File: config.mk
export PLATFORM = sky130hd
export DESIGN_NAME = dma_transfer_timing_ctrl_flat
export DESIGN_NICKNAME = d
export VERILOG_FILES = /design/src/rtl/dma_transfer_timing_ctrl_if.sv /design/src/rtl/dma_transfer_timing_ctrl.sv /design/src/flat_wrapper.sv
export SDC_FILE = /design/constraint.sdc
export NUM_CORES = 1
export LEC_CHECK = 0
export CAP_MARGIN = 25
export CORE_ASPECT_RATIO = 1.5
export CORE_UTILIZATION = 50
export CTS_CLUSTER_DIAMETER = 50
export DETAILED_ROUTE_END_ITERATION = 6
export GPL_TIMING_DRIVEN = 0
export PLACE_DENSITY = 0.82
export SYNTH_ARGS = -nofsm -noshare
export SYNTH_HDL_FRONTEND = slang
export SYNTH_SLANG_ARGS = --single-unit
File: constraint.sdc
create_clock -name CLK -period 4.5 [get_ports CLK]
set_clock_uncertainty 0.05 [all_clocks]
set_input_delay 0.9 -clock CLK [delete_from_list [all_inputs] [get_ports CLK]]
set_output_delay 0.9 -clock CLK [all_outputs]
set_load 0.01 [all_outputs]
File: src/rtl/dma_transfer_timing_ctrl_if.sv
`default_nettype none
// ============================================================================
// Module      : dma_transfer_timing_ctrl_if
// Description : Handshake/bus bundle between the DMA transfer sequencer, the
//               priority logic, the CPU hold handshake and the bus strobes.
// Revision    : 1.0 - initial release
// ============================================================================
interface dma_transfer_timing_ctrl_if #(
    parameter int COUNT_W = 16,
    parameter int NUM_CH  = 4
);
    localparam int CH_W = (NUM_CH > 1) ? $clog2(NUM_CH) : 1;

    logic               requestPending;
    logic [CH_W-1:0]    grantedChannel;
    logic               HLDA;
    logic [COUNT_W-1:0] wordCountIn;
    logic               blockMode;
    logic [1:0]         transferType;
    logic               EOP_N_in;

    logic               HRQ;
    logic               assertDACK;
    logic [CH_W-1:0]    activeChannel;
    logic               AEN;
    logic               ADSTB;
    logic               MEMR_N;
    logic               MEMW_N;
    logic               IOR_N;
    logic               IOW_N;
    logic               EOP_N_out;
    logic               decCount;
    logic [NUM_CH-1:0]  tcChannel;

    modport slave (
        input  requestPending, grantedChannel, HLDA, wordCountIn,
               blockMode, transferType, EOP_N_in,
        output HRQ, assertDACK, activeChannel, AEN, ADSTB,
               MEMR_N, MEMW_N, IOR_N, IOW_N, EOP_N_out, decCount, tcChannel
    );

    modport master (
        output requestPending, grantedChannel, HLDA, wordCountIn,
               blockMode, transferType, EOP_N_in,
        input  HRQ, assertDACK, activeChannel, AEN, ADSTB,
               MEMR_N, MEMW_N, IOR_N, IOW_N, EOP_N_out, decCount, tcChannel
    );
endinterface
`default_nettype wire

File: src/rtl/dma_transfer_timing_ctrl.sv
`default_nettype none
// ============================================================================
// Module      : dma_transfer_timing_ctrl
// Description : 8237-style transfer sequencer: HRQ/HLDA handshake, S0-S4
//               timing, word counting and terminal-count detection.
//               Optional macro COMPRESSED_TIMING_EN drops S3 (2 clocks/word).
// Revision    : 1.0 - initial release
// ============================================================================
module dma_transfer_timing_ctrl #(
    parameter int COUNT_W = 16,
    parameter int NUM_CH  = 4
) (
    input logic                       CLK,
    input logic                       RESET,
    dma_transfer_timing_ctrl_if.slave bus
);
    localparam int CH_W = (NUM_CH > 1) ? $clog2(NUM_CH) : 1;

    localparam logic [2:0] ST_SI = 3'd0;
    localparam logic [2:0] ST_S0 = 3'd1;
    localparam logic [2:0] ST_S1 = 3'd2;
    localparam logic [2:0] ST_S2 = 3'd3;
    localparam logic [2:0] ST_S3 = 3'd4;
    localparam logic [2:0] ST_S4 = 3'd5;

    logic [2:0]         state;
    logic [2:0]         state_nxt;
    logic [COUNT_W-1:0] count;
    logic [CH_W-1:0]    active_channel;
    logic               ext_eop;
    logic               end_of_block;
    logic               tc_now;
    logic               read_side;
    logic               write_side;
    logic               is_write;
    logic               is_read;
    logic [NUM_CH-1:0]  tc_onehot;

    logic               hrq;
    logic               dack;
    logic               aen;
    logic               adstb;
    logic               memr_n;
    logic               memw_n;
    logic               ior_n;
    logic               iow_n;
    logic               eop_n;
    logic               dec_count;
    logic [NUM_CH-1:0]  tc_channel;

    // eop_n is low only while sitting in a TC S4, so it doubles as the TC flag here
    assign end_of_block = !eop_n || ext_eop || !bus.EOP_N_in || !bus.blockMode;
    assign tc_now       = (state_nxt == ST_S4) && (count == '0);
    assign is_write     = (bus.transferType == 2'b01);
    assign is_read      = (bus.transferType == 2'b10);
    assign tc_onehot    = NUM_CH'(1) << active_channel;

`ifdef COMPRESSED_TIMING_EN
    assign read_side  = (state_nxt == ST_S2);
    assign write_side = (state_nxt == ST_S2);
`else
    assign read_side  = (state_nxt == ST_S2) || (state_nxt == ST_S3);
    assign write_side = (state_nxt == ST_S3);
`endif

    always_comb begin
        state_nxt = state;
        case (state)
            ST_SI: if (bus.requestPending) state_nxt = ST_S0;
            ST_S0: begin
                if (bus.HLDA)                 state_nxt = ST_S1;
                else if (!bus.requestPending) state_nxt = ST_SI;
            end
            ST_S1: state_nxt = bus.HLDA ? ST_S2 : ST_SI;
`ifdef COMPRESSED_TIMING_EN
            ST_S2: state_nxt = bus.HLDA ? ST_S4 : ST_SI;
`else
            ST_S2: state_nxt = bus.HLDA ? ST_S3 : ST_SI;
`endif
            ST_S3: state_nxt = bus.HLDA ? ST_S4 : ST_SI;
            ST_S4: state_nxt = (!bus.HLDA || end_of_block) ? ST_SI : ST_S2;
            default: state_nxt = ST_SI;
        endcase
    end

    // Outputs are decoded from the state being entered so they line up with it
    always_ff @(posedge CLK) begin
        if (RESET) begin
            state          <= ST_SI;
            count          <= '0;
            active_channel <= '0;
            ext_eop        <= 1'b0;
            hrq            <= 1'b0;
            dack           <= 1'b0;
            aen            <= 1'b0;
            adstb          <= 1'b0;
            memr_n         <= 1'b1;
            memw_n         <= 1'b1;
            ior_n          <= 1'b1;
            iow_n          <= 1'b1;
            eop_n          <= 1'b1;
            dec_count      <= 1'b0;
            tc_channel     <= '0;
        end else begin
            state     <= state_nxt;
            hrq       <= (state_nxt != ST_SI);
            aen       <= (state_nxt != ST_SI) && (state_nxt != ST_S0);
            dack      <= (state_nxt != ST_SI) && (state_nxt != ST_S0);
            adstb     <= (state_nxt == ST_S1);
            dec_count <= (state_nxt == ST_S4);
            ior_n     <= !(is_write && read_side);
            memw_n    <= !(is_write && write_side);
            memr_n    <= !(is_read && read_side);
            iow_n     <= !(is_read && write_side);
            eop_n     <= !tc_now;
            tc_channel <= tc_now ? tc_onehot : '0;

            if ((state == ST_S0) && (state_nxt == ST_S1)) begin
                active_channel <= bus.grantedChannel;
                count          <= bus.wordCountIn;
            end else if (state_nxt == ST_S4) begin
                count <= count - COUNT_W'(1);
            end

            // A low EOP seen in S2/S3 ends the block at the following S4
            if (state_nxt == ST_SI)
                ext_eop <= 1'b0;
            else if (((state == ST_S2) || (state == ST_S3)) && !bus.EOP_N_in)
                ext_eop <= 1'b1;
        end
    end

    assign bus.HRQ           = hrq;
    assign bus.assertDACK    = dack;
    assign bus.activeChannel = active_channel;
    assign bus.AEN           = aen;
    assign bus.ADSTB         = adstb;
    assign bus.MEMR_N        = memr_n;
    assign bus.MEMW_N        = memw_n;
    assign bus.IOR_N         = ior_n;
    assign bus.IOW_N         = iow_n;
    assign bus.EOP_N_out     = eop_n;
    assign bus.decCount      = dec_count;
    assign bus.tcChannel     = tc_channel;
endmodule
`default_nettype wire

File: src/flat_wrapper.sv
// flat-port wrapper written by rule: the top's interface ports become plain ports
module dma_transfer_timing_ctrl_flat 
#(
    parameter int COUNT_W = 16,
    parameter int NUM_CH  = 4
)
  (CLK, RESET, bus_requestPending, bus_grantedChannel, bus_HLDA, bus_wordCountIn, bus_blockMode, bus_transferType, bus_EOP_N_in, bus_HRQ, bus_assertDACK, bus_activeChannel, bus_AEN, bus_ADSTB, bus_MEMR_N, bus_MEMW_N, bus_IOR_N, bus_IOW_N, bus_EOP_N_out, bus_decCount, bus_tcChannel);
  dma_transfer_timing_ctrl_if #(.COUNT_W(COUNT_W), .NUM_CH(NUM_CH)) bus_i ();
  input logic CLK;
  input logic RESET;
  input wire logic [$bits(bus_i.requestPending)-1:0] bus_requestPending;
  input wire logic [$bits(bus_i.grantedChannel)-1:0] bus_grantedChannel;
  input wire logic [$bits(bus_i.HLDA)-1:0] bus_HLDA;
  input wire logic [$bits(bus_i.wordCountIn)-1:0] bus_wordCountIn;
  input wire logic [$bits(bus_i.blockMode)-1:0] bus_blockMode;
  input wire logic [$bits(bus_i.transferType)-1:0] bus_transferType;
  input wire logic [$bits(bus_i.EOP_N_in)-1:0] bus_EOP_N_in;
  output wire logic [$bits(bus_i.HRQ)-1:0] bus_HRQ;
  output wire logic [$bits(bus_i.assertDACK)-1:0] bus_assertDACK;
  output wire logic [$bits(bus_i.activeChannel)-1:0] bus_activeChannel;
  output wire logic [$bits(bus_i.AEN)-1:0] bus_AEN;
  output wire logic [$bits(bus_i.ADSTB)-1:0] bus_ADSTB;
  output wire logic [$bits(bus_i.MEMR_N)-1:0] bus_MEMR_N;
  output wire logic [$bits(bus_i.MEMW_N)-1:0] bus_MEMW_N;
  output wire logic [$bits(bus_i.IOR_N)-1:0] bus_IOR_N;
  output wire logic [$bits(bus_i.IOW_N)-1:0] bus_IOW_N;
  output wire logic [$bits(bus_i.EOP_N_out)-1:0] bus_EOP_N_out;
  output wire logic [$bits(bus_i.decCount)-1:0] bus_decCount;
  output wire logic [$bits(bus_i.tcChannel)-1:0] bus_tcChannel;
  assign bus_i.requestPending = bus_requestPending;
  assign bus_i.grantedChannel = bus_grantedChannel;
  assign bus_i.HLDA = bus_HLDA;
  assign bus_i.wordCountIn = bus_wordCountIn;
  assign bus_i.blockMode = bus_blockMode;
  assign bus_i.transferType = bus_transferType;
  assign bus_i.EOP_N_in = bus_EOP_N_in;
  assign bus_HRQ = bus_i.HRQ;
  assign bus_assertDACK = bus_i.assertDACK;
  assign bus_activeChannel = bus_i.activeChannel;
  assign bus_AEN = bus_i.AEN;
  assign bus_ADSTB = bus_i.ADSTB;
  assign bus_MEMR_N = bus_i.MEMR_N;
  assign bus_MEMW_N = bus_i.MEMW_N;
  assign bus_IOR_N = bus_i.IOR_N;
  assign bus_IOW_N = bus_i.IOW_N;
  assign bus_EOP_N_out = bus_i.EOP_N_out;
  assign bus_decCount = bus_i.decCount;
  assign bus_tcChannel = bus_i.tcChannel;
  dma_transfer_timing_ctrl #(.COUNT_W(COUNT_W), .NUM_CH(NUM_CH)) u_core (.CLK(CLK), .RESET(RESET), .bus(bus_i));
endmodule
## After elaboration in Yosys (flattened, before gate mapping)

Cells that the tools add are included.

- Bits in registers: 35
- Input bits: 26
- Logic and storage cells: 69

- Bitwise logic cells: 1
- Shifts and indexed selects: 1
- Add/sub/neg operators: 1
- Mux-type cells: 10
- Reduce and logical (&&, ||, !) cells: 30
- Equality and inequality tests: 12

Operator list:

| kind | number |
|---|---|
| 16-bit 2-to-1 mux | 2 |
| 3-bit case mux with 6 select lines | 1 |
| 16-bit zero test | 1 |
| 16-bit by 1-bit subtractor with 16-bit output, second input constant | 1 |
| 3-bit 2-to-1 mux | 5 |
| 3-bit by 2-bit == test with 1-bit output, second input constant | 4 |
| 3-bit == test, second input constant | 4 |
| 1-bit zero test | 9 |
| 1-bit logical AND | 8 |
| 3-bit zero test | 2 |
| 1-bit logical OR | 6 |
| 2-bit 2-to-1 mux | 2 |
| 2-bit OR reduction | 2 |
| 1-bit by 2-bit << shifter with 4-bit output, first input constant | 1 |
| 3-bit by 1-bit == test with 1-bit output, second input constant | 1 |
| 3-bit by 1-bit inequality test with 1-bit output, second input constant | 1 |
| 3-bit nonzero test | 1 |
| 2-bit by 1-bit == test with 1-bit output, second input constant | 1 |
| 2-bit == test, second input constant | 1 |
| 2-bit nonzero test | 1 |
| 1-bit inverter | 1 |

## Depth between registers and ports, before layout

Gate-level depths: netlist of run 1.

- Word-level depth: 11
- Gate-level depth with buffers: 8
- Mapped depth without buffers: 7

## Least setup slack after synthesis of run 1

No wires, ideal clock.

- Kind: input-to-reg
- From: input port bus_HLDA
- To: register u_core.count[14]
- Slack: 2243 ps
- Data arrival time: 2127 ps
- Stages: 5
- Required time: 4371 ps
- Setup time: 79 ps
- Cell sequence: or4b_2 > o41ai_1 > o2111ai_1 > xor2_1 > a211oi_2

- Longest elaborated chain between the ends: 7
- Elaborated cells between the ends (all ways): 13

RTL lines:

| item | RTL line | text |
|---|---|---|
| start: declaration | flat_wrapper.sv:13 | `input wire logic [$bits(bus_i.HLDA)-1:0] bus_HLDA;` |
| 1-bit zero test | dma_transfer_timing_ctrl.sv:81 | `ST_S4: state_nxt = (!bus.HLDA \|\| end_of_block) ? ST_SI : ST_S2;` |
| 1-bit logical OR | dma_transfer_timing_ctrl.sv:81 |  |
| 2-bit 2-to-1 mux | dma_transfer_timing_ctrl.sv:81 |  |
| 3-bit case mux with 6 select lines (*) | dma_transfer_timing_ctrl.sv:68 | `case (state)` |
| 3-bit by 2-bit == test with 1-bit output | dma_transfer_timing_ctrl.sv:118 | `if ((state == ST_S0) && (state_nxt == ST_S1)) begin` |
| 1-bit logical AND | dma_transfer_timing_ctrl.sv:118 |  |
| 16-bit 2-to-1 mux or 2-bit nonzero test (tied branches) | -- |  |
| end signal: assignment | dma_transfer_timing_ctrl.sv:120 | `count <= bus.wordCountIn;` |
| end signal: assignment | dma_transfer_timing_ctrl.sv:122 | `count <= count - COUNT_W'(1);` |
| end: declaration | dma_transfer_timing_ctrl.sv:28 | `logic [COUNT_W-1:0] count;` |

Mark *: on every way between the ends. The rest lies on a longest branch, timed or not.
A chain may end at the register's enable or synchronous reset.

## Worst setup path after layout of run 1

Ends and elaborated chain as after synthesis.

==> results.toml, run 1 <==
[clocking]
ctsResizeCount = 0
holdBufCountCts = 0
clkTransAtPathRegs_ns = 0.07
clock_latency_ns = 0.28
htreeDepth = 2
cts_buffer_depth = 2
post_cts_buffers = 0
clock-sinks = 35
cts_tree = "built"
cts_buffers = 5
root_buffer = "clkbuf_8"

[layout]
nets = 278
layout-drive-gt1-share_pct = 6.75
synthToLayoutAreaGrowth_pct = 33.1
fillCellCount = 280
antenna_cells = 0
utilization_pct = 70.1

[place]
place_hpwl_um = 2840
io_buffer_count = 40
gp_congestion = 0.820

[sta]
setup_viol = 0
worst_pin_slew_ns = 0.572
slew_violations = 0
final.setup.tns_ns = 0
fin_crit_ns = 2.64
slew_headroom_pct = 61.5
period_share_pct = 58.6
hold_viol_final = 0
rsz0062_at_grt = "false"
fmax_ghz = 0.379

[power]
ir_worst_vdd_v = 0.000247
leakagePower_nw = 0.791
p_total_w = 0.000692
powerDensity_mw_per_mm2 = 312

[setup_path]
critical_path_buf_inv_count = 1
path_cells = "clkdlybuf4s50_1 -> or4b_2 -> o41ai_1 -> o2111ai_1 -> xor2_1 -> a211oi_2"
crit_path_end_kind = "register"
crit_family = "simple AND/OR/NAND/NOR gates"
start_kind = "input port"
crit_path_max_fanout = 8
reg2regPathDepth = 8
critPathKind = "input port to register"
r2r_slack_ns = 2.32
worstPathRequired_ns = 4.66
cp_slowest_stage_delay_ns = 0.68
r2r-end = "u_core.count[10]$_SDFFE_PP0P_"
worstPathArrival_ns = 2.80
r2r_start = "u_core.count[0]$_SDFFE_PP0P_"
crit_slowest_cell = "or4b_2"

[worst_hold_path]
min_path_cells = 2
min-delay-path-class = "register to register"
holdCritStartpoint = "u_core.count[3]$_SDFFE_PP0P_"
holdPathEnd = "u_core.count[3]$_SDFFE_PP0P_"

[flow_run]
cap_violations = 0

[global_routing]
first_global_vias = 1526
grt_pass1_wl_um = 6530
antenna_found_initial = 0
overflow = 0
track_usage_pct = 24.4
grt_start_max_net_pins = 11

[floorplanning]
die_w_um = 49.1
start_util_pct = 52.7
die_area_mm2 = 0.00357
io_pins = 42
die_y_um = 72.7
rows = 25
core_area_mm2 = 0.00316

[synth]
async_reset_ff_share_pct = 0
syn_inst = 204
synth_top_cell_by_area = "dfxtp_1"
syn-num-nets = 231
synth_area_leaders = "dfxtp_1 42%, nor2_1 8.6%, a211oi_1 4.1%"
synth.avg_cell_area_um2 = 8.16
ys_ff_latch = 35
yosysUniqueCellTypes = 46
synth_top_area_share_pct = 42.1
yosysSeqAreaShare_pct = 42.1
ys.flop_type = "dfxtp_1"
synth_area_mm2 = 0.00166
ys_warn_count = 0
synth_edf_count = 0

[routing]
via_per_inst = 5.39
detail-route-antenna-nets = 0
vias = 1574
routed_wl_um = 3840
routedWlPerCell_um = 13.1
drtIter0Drc = 36
drt-pass1-iter-count = 4
drc = 0

[status]
status = "complete, no violations"
==> sequential cells by signal (all words and copies together), names as in the netlist <==
signal / count
u_core.bus.IOW_N: 1
u_core.bus.IOR_N: 1
u_core.bus.HRQ: 1
u_core.bus.MEMW_N: 1
u_core.bus.decCount: 1
u_core.bus.EOP_N_out: 1
u_core.ext_eop: 1
u_core.bus.ADSTB: 1
u_core.bus.tcChannel: 4
u_core.bus.activeChannel: 2
u_core.bus.MEMR_N: 1
u_core.bus.assertDACK: 1
u_core.state: 3
u_core.count: 16
==> routing by layer <==
metal,wire length [µm],GRT usage (%)
met1,1570,24.9
met2,2040,45.1
met3,118,4.58
met4,108,15.0
met5,0,0
==> Yosys cell counts, drive strengths merged, types with 3 or more instances <==
| cell type | count |
|---|---|
| nor2 | 38 |
| nor3b | 3 |
| nand3 | 6 |
| clkbuf | 11 |
| a211oi | 10 |
| mux2i | 3 |
| xor2 | 4 |
| a21oi | 10 |
| or2 | 3 |
| inv | 6 |
| o21ai | 8 |
| xnor2 | 4 |
| nor3 | 11 |
| dfxtp | 35 |
| nand2 | 16 |
| nor2b | 3 |
==> area by class of cell <==
type | count | area, µm² | share of cell area, %
buffer | 13 | 60.1 | 2.71
multi-input combinational | 150 | 881 | 39.8
sequential | 35 | 701 | 31.6
inverter | 6 | 22.5 | 1.02
tap | 40 | 50.0 | 2.26
timing repair buffer | 40 | 400 | 18.1
clock buffer | 8 | 100 | 4.52
==> placed cells by master, fill, tap and decap left out, drive strengths merged, types with 2 or more instances in the layout <==
cell type	Yosys	layout
dfxtp	35	35
or3	2	2
clkbuf	11	19
or2	3	3
clkdlybuf4s50	0	40
buf	2	2
xor2	4	4
a31oi	2	2
xnor2	4	4
nand2	16	16
nor4	2	2
a21oi	10	10
a211oi	10	10
nor2	38	38
inv	6	6
nor2b	3	3
nor3	11	11
o21ai	8	8
mux2i	3	3
and2	2	2
nor3b	3	3
nand2b	2	2
or4	2	2
nand3	6	6
==> where the power goes <==
group / total [W] / switching (W) / internal, W
Clock: 0.000246 / 0.000107 / 0.000140
Sequential: 0.000332 / 0.0000109 / 0.000321
Combinational: 0.000113 / 0.0000561 / 0.0000569
==> cells by family after synthesis <==
logic type / synth area share (%)
AOI/OAI and AO/OA: 15.4
and+or+nand+nor: 30.8
DFF: 42.1
buffers and inverters: 4.96
xor gates and xnor gates: 4.21
adders and majority gates: 0.752
muxes: 1.80
==> worst min-delay path: cells and delay by family (launching register included) <==
family | cells | cell delay [ns]
flops | 1 | 0.31
compound gates | 2 | 0.14
==> per-stage QoR <==
stage               area [µm²]  setup slack, ns  hold slack (ns)  instances
detailed placement        2110             1.58            0.440        284
CTS                       2210             1.87            0.454        292
finish                    2210             1.86            0.447        292
global placement          2110             1.58            0.435        284
global route              2210             1.72            0.475        292
floorplan                 1660             2.24            0.405        204
==> how the worst max path moves through the flow <==
stage,end,from,slack (ns),depth (start not counted)
2_1_floorplan,u_core.count[14]$_SDFFE_PP0P_,bus_HLDA,2.24,5
3_3_place_gp,u_core.count[14]$_SDFFE_PP0P_,bus_HLDA,1.58,6
3_5_place_dp,u_core.count[14]$_SDFFE_PP0P_,bus_HLDA,1.58,6
4_1_cts,u_core.count[14]$_SDFFE_PP0P_,bus_HLDA,1.87,6
5_1_grt,u_core.count[9]$_SDFFE_PP0P_,bus_HLDA,1.72,7
6_report,u_core.count[14]$_SDFFE_PP0P_,bus_HLDA,1.86,6
Power figures use the tool's default switching activity.
==> run 2, diff against run 1 <==
CORE_UTILIZATION = 48   (was 50)
PLACE_DENSITY = 0.79   (was 0.82)
clock period = 2.6 ns   (was 4.5 ns; I/O delays follow)
==> run 2 against run 1 <==
Worst setup slack lost 1.5 ns. Sequential power grew 73%. Total power grew 96%. Flip-flop and latch count is the same. Cell count is the same. Largest power group is now clock.
==> results.toml, run 2 (synthesized netlist as in run 1, its figures left out) <==
[layout]
antenna_cells = 0
regArea_um2 = 701
multi_input_area_um2 = 881
largest_reg_flops = 16
final_cell_mix = "40 x clkdlybuf4s50_1, 38 x nor2_1, 35 x dfxtp_1, 16 x nand2_1, 12 x clkbuf_1"
synthToLayoutAreaGrowth_pct = 35.0
nets = 278
layout-drive-gt1-share_pct = 6.75
regMostFlops = "u_core.count"
fillCellCount = 275
final_common_cell = "clkdlybuf4s50_1"

[worst_hold_path]
min-delay-path-class = "register to register"
holdCritStartpoint = "u_core.count[3]$_SDFFE_PP0P_"
min_path_cells = 2
holdPathEnd = "u_core.count[3]$_SDFFE_PP0P_"

[power]
intPower_w = 0.00104
powerDensity_mw_per_mm2 = 603
leakagePower_nw = 0.805
p_seq_share_pct = 42.4
p_comb_share_pct = 14.5
ir_worst_vdd_v = 0.000518
p_switching_w = 0.000317
p_total_w = 0.00135
p_clk_share_pct = 43.1
swShare_pct = 23.4

[routing]
routed_wl_um = 4000
vias = 1642
drc = 0
detail-route-antenna-nets = 0
routedWlPerCell_um = 13.7
via_per_inst = 5.62
drt-pass1-iter-count = 5
drtIter0Drc = 35

[clocking]
htreeDepth = 2
clkTransAtPathRegs_ns = 0.07
root_buffer = "clkbuf_8"
clock-sinks = 35
holdBufCountCts = 0
cts_buffers = 5
post_cts_buffers = 0
clock_latency_ns = 0.29
cts_tree = "built"
cts_buffer_depth = 2
ctsResizeCount = 0

[setup_path]
crit_path_end_kind = "register"
reg2regPathDepth = 8
r2r-end = "u_core.count[10]$_SDFFE_PP0P_"
r2r_slack_ns = 0.43
crit_path_max_fanout = 8
critPathKind = "input port to register"
r2r_start = "u_core.count[0]$_SDFFE_PP0P_"
critPathLaunch = "bus_HLDA"
worstPathRequired_ns = 2.77
start_kind = "input port"
worstPathArrival_ns = 2.42

[sta]
final.setup.tns_ns = 0
period_share_pct = 86.6
fin_crit_ns = 2.25
hold_viol_final = 0
worst_pin_slew_ns = 0.671
slew_violations = 0
fmax_ghz = 0.444
setup_viol = 0
rsz0062_at_grt = "false"
slew_headroom_pct = 54.8

[floorplanning]
die_y_um = 74.1
start_util_pct = 51.7
rows = 25
core_area_mm2 = 0.00322
die_w_um = 50.1
io_pins = 42
die_area_mm2 = 0.00371

[global_routing]
first_global_vias = 1563
antenna_found_initial = 0
grt_pass1_wl_um = 6630
track_usage_pct = 24.0
overflow = 0
grt_start_max_net_pins = 12

[status]
status = "complete, no violations"

[place]
gp_congestion = 0.865
io_buffer_count = 40
place_hpwl_um = 2900

[flow_run]
cap_violations = 0
==> run 2: cell types whose count changed in the layout (fill, tap and decap cells not counted), sizes merged <==
cell    previous run  this run
clkbuf            19        17
bufinv             0         2
==> run 2: metal layers <==
metal / vias up / track usage, % / part of all wire (%)
met3: 14 / 4.91 / 3.7
met1: 772 / 24.1 / 41
met2: 49 / 42.7 / 51
met5: - / 0 / 0
li1: 807 / - / -
met4: 0 / 18.7 / 3.7
==> run 2: how the worst max path moves through the flow <==
| stage | end | slack (ns) | depth (start not counted) |
|---|---|---|---|
| 2_1_floorplan | u_core.count[10]$_SDFFE_PP0P_ | 0.72 | 8 |
| 3_3_place_gp | u_core.count[14]$_SDFFE_PP0P_ | 0.06 | 6 |
| 3_5_place_dp | u_core.count[14]$_SDFFE_PP0P_ | 0.05 | 6 |
| 4_1_cts | u_core.count[14]$_SDFFE_PP0P_ | 0.35 | 6 |
| 5_1_grt | u_core.count[9]$_SDFFE_PP0P_ | 0.22 | 7 |
| 6_report | u_core.count[14]$_SDFFE_PP0P_ | 0.35 | 6 |
==> run 2: final cells by class <==
type	count	area share [%]
Sequential cell	35	31.2
Clock buffer	6	3.23
Tap cell	40	2.23
Clock inverter	2	2.67
Buffer	13	2.67
Multi-Input combinational cell	150	39.2
Inverter	6	1.00
Timing Repair Buffer	40	17.8
==> run 2: worst max-delay path, stage by stage <==
cell,delay (ns)
clkdlybuf4s50_1,0.54
or4b_2,0.67
o41ai_1,0.11
o2111ai_1,0.18
xor2_1,0.18
a211oi_2,0.20
==> run 2: stage by stage <==
step | cell area [µm²] | setup WS [ns] | hold slack [ns] | util [%] | std cells
CTS | 2250 | 0.349 | 0.449 | 69.7 | 292
global placement | 2110 | 0.0619 | 0.429 | 65.6 | 284
finish | 2250 | 0.349 | 0.456 | 69.7 | 292
global route | 2250 | 0.215 | 0.484 | 69.7 | 292
floorplan | 1660 | 0.716 | 0.405 | - | 204
detailed placement | 2110 | 0.0510 | 0.439 | 65.6 | 284
==> run 2: power groups by stage <==
stage	Sequential (W)	Combinational [W]	Clock, W
2_1_floorplan	0.000585	0.000118	0
3_3_place_gp	0.000586	0.000191	0
3_5_place_dp	0.000587	0.000194	0
4_1_cts	0.000574	0.000197	0.000593
5_1_grt	0.000577	0.000216	0.000616
6_report	0.000575	0.000196	0.000583
==> run 3, diff against run 2 <==
CORE_MARGIN = 8   (was not set)
CORE_UTILIZATION = 50   (was 48)
PLACE_DENSITY = 0.82   (was 0.79)
clock period = 2.9 ns   (was 2.6 ns; I/O delays follow)
==> run 3 against run 2 <==
Largest cell class unchanged. Combinational power fell by 11%. Clock power fell by 10%. Critical path type unchanged. Register-to-register slack improved by 0.25 ns. Global-route usage fell by 8.7 points. Via count fell by 4.7%. Utilization rose by 1.4 points. Total power fell by 11%. Worst hold slack got worse by 0.0092 ns. Clock-buffer cell count did not move.
==> results.toml, run 3 (synthesized netlist as in run 1, its figures left out) <==
[worst_hold_path]
min-delay-path-class = "register to register"
holdCritStartpoint = "u_core.count[3]$_SDFFE_PP0P_"
min_path_cells = 2
holdPathEnd = "u_core.count[3]$_SDFFE_PP0P_"

[layout]
antenna_cells = 0
regMostFlops = "u_core.count"
nets = 278
final_common_cell = "clkdlybuf4s50_1"
layout-drive-gt1-share_pct = 6.75
largest_reg_flops = 16
final_design_area_no_fill_mm2 = 0.00225
final_cell_mix = "40 x clkdlybuf4s50_1, 38 x nor2_1, 35 x dfxtp_1, 16 x nand2_1, 12 x clkbuf_1"
synthToLayoutAreaGrowth_pct = 35.0

[routing]
routedWlPerCell_um = 13.9
routed_wl_um = 4060
drt-pass1-iter-count = 5
drc = 0
via_per_inst = 5.36
vias = 1565
detail-route-antenna-nets = 0
drtIter0Drc = 69

[status]
status = "complete, no violations"

[setup_path]
crit_path_end_kind = "register"
r2r_slack_ns = 0.68
critPathKind = "input port to register"
start_kind = "input port"
r2r_start = "u_core.count[0]$_SDFFE_PP0P_"
worstPathArrival_ns = 2.47
worstPathRequired_ns = 3.07
crit_path_max_fanout = 8
reg2regPathDepth = 8
r2r-end = "u_core.count[10]$_SDFFE_PP0P_"

[sta]
worst_pin_slew_ns = 0.585
hold_viol_final = 0
fin_crit_ns = 2.30
setup_viol = 0
fmax_ghz = 0.436
final.setup.tns_ns = 0
slew_headroom_pct = 60.6
period_share_pct = 79.2
rsz0062_at_grt = "false"
slew_violations = 0

[global_routing]
grt_start_max_net_pins = 12
overflow = 0
first_global_vias = 1489
grt_pass1_wl_um = 6660
antenna_found_initial = 0
track_usage_pct = 15.3

[power]
ir_worst_vdd_v = 0.000504
leakagePower_nw = 0.805
powerDensity_mw_per_mm2 = 539

[place]
post_dp_cell_area_mm2 = 0.00211
io_buffer_count = 40
place_hpwl_um = 3070
gp_congestion = 0.829

[clocking]
cts_buffers = 5
htreeDepth = 2
holdBufCountCts = 0
cts_tree = "built"
cts_buffer_depth = 2
post_cts_buffers = 0
clkTransAtPathRegs_ns = 0.07
clock_latency_ns = 0.30
root_buffer = "clkbuf_8"
clock-sinks = 35
ctsResizeCount = 0

[flow_run]
cap_violations = 0

[floorplanning]
die_y_um = 86.7
die_w_um = 63.1
start_util_pct = 52.7
rows = 25
io_pins = 42
die_area_mm2 = 0.00547
core_area_mm2 = 0.00316
==> run 3: power by group <==
part | switching, W | total [W] | internal (W)
clock | 0.000179 | 0.000522 | 0.000344
combinational | 0.0000871 | 0.000175 | 0.0000882
sequential | 0.0000159 | 0.000515 | 0.000499
==> run 3: metrics by stage <==
step | util (%) | instances | power (W) | hold WS (ns) | setup slack (ns)
after floorplan | - | 204 | 0.000630 | 0.405 | 0.963
after global placement | 66.9 | 284 | 0.000697 | 0.432 | 0.309
after detailed placement | 66.9 | 284 | 0.000700 | 0.441 | 0.313
after CTS | 71.1 | 292 | 0.00122 | 0.442 | 0.616
after global routing | 71.1 | 292 | 0.00126 | 0.473 | 0.504
final | 71.1 | 292 | 0.00121 | 0.447 | 0.604
==> run 3: how the worst max path moves through the flow <==
stage,start,endpoint,slack [ns],cells past startpoint
after floorplan,bus_HLDA,u_core.count[14]$_SDFFE_PP0P_,0.96,5
after global placement,bus_HLDA,u_core.count[14]$_SDFFE_PP0P_,0.31,6
after detailed placement,bus_HLDA,u_core.count[14]$_SDFFE_PP0P_,0.31,6
after CTS,bus_HLDA,u_core.count[14]$_SDFFE_PP0P_,0.62,6
after global routing,bus_HLDA,u_core.count[9]$_SDFFE_PP0P_,0.50,7
final,bus_HLDA,u_core.count[14]$_SDFFE_PP0P_,0.60,6
==> run 3: area by class of cell <==
type	count	area (µm²)
clock buffer	6	72.6
tap	40	50.0
timing repair buffer	40	400
buffer	13	60.1
sequential	35	701
fill	250	912
clock inverter	2	60.1
inverter	6	22.5
multi-input combinational	150	881
==> run 3: critical path, stage by stage <==
cell	delay (ns)
clkdlybuf4s50_1	0.52
or4b_2	0.67
o41ai_1	0.12
o2111ai_1	0.18
xor2_1	0.18
a211oi_2	0.21
==> run 3: per-layer routing <==
layer / part of all wire (%) / wire length (µm) / global-route usage, % / vias to the layer above
met2: 54 / 2210 / 28.1 / 40
met4: 1.7 / 71 / 6.88 / 0
li1: - / - / - / 803
met5: 0 / 0 / 0 / -
met3: 5.3 / 216 / 5.16 / 6
met1: 39 / 1560 / 15.1 / 716
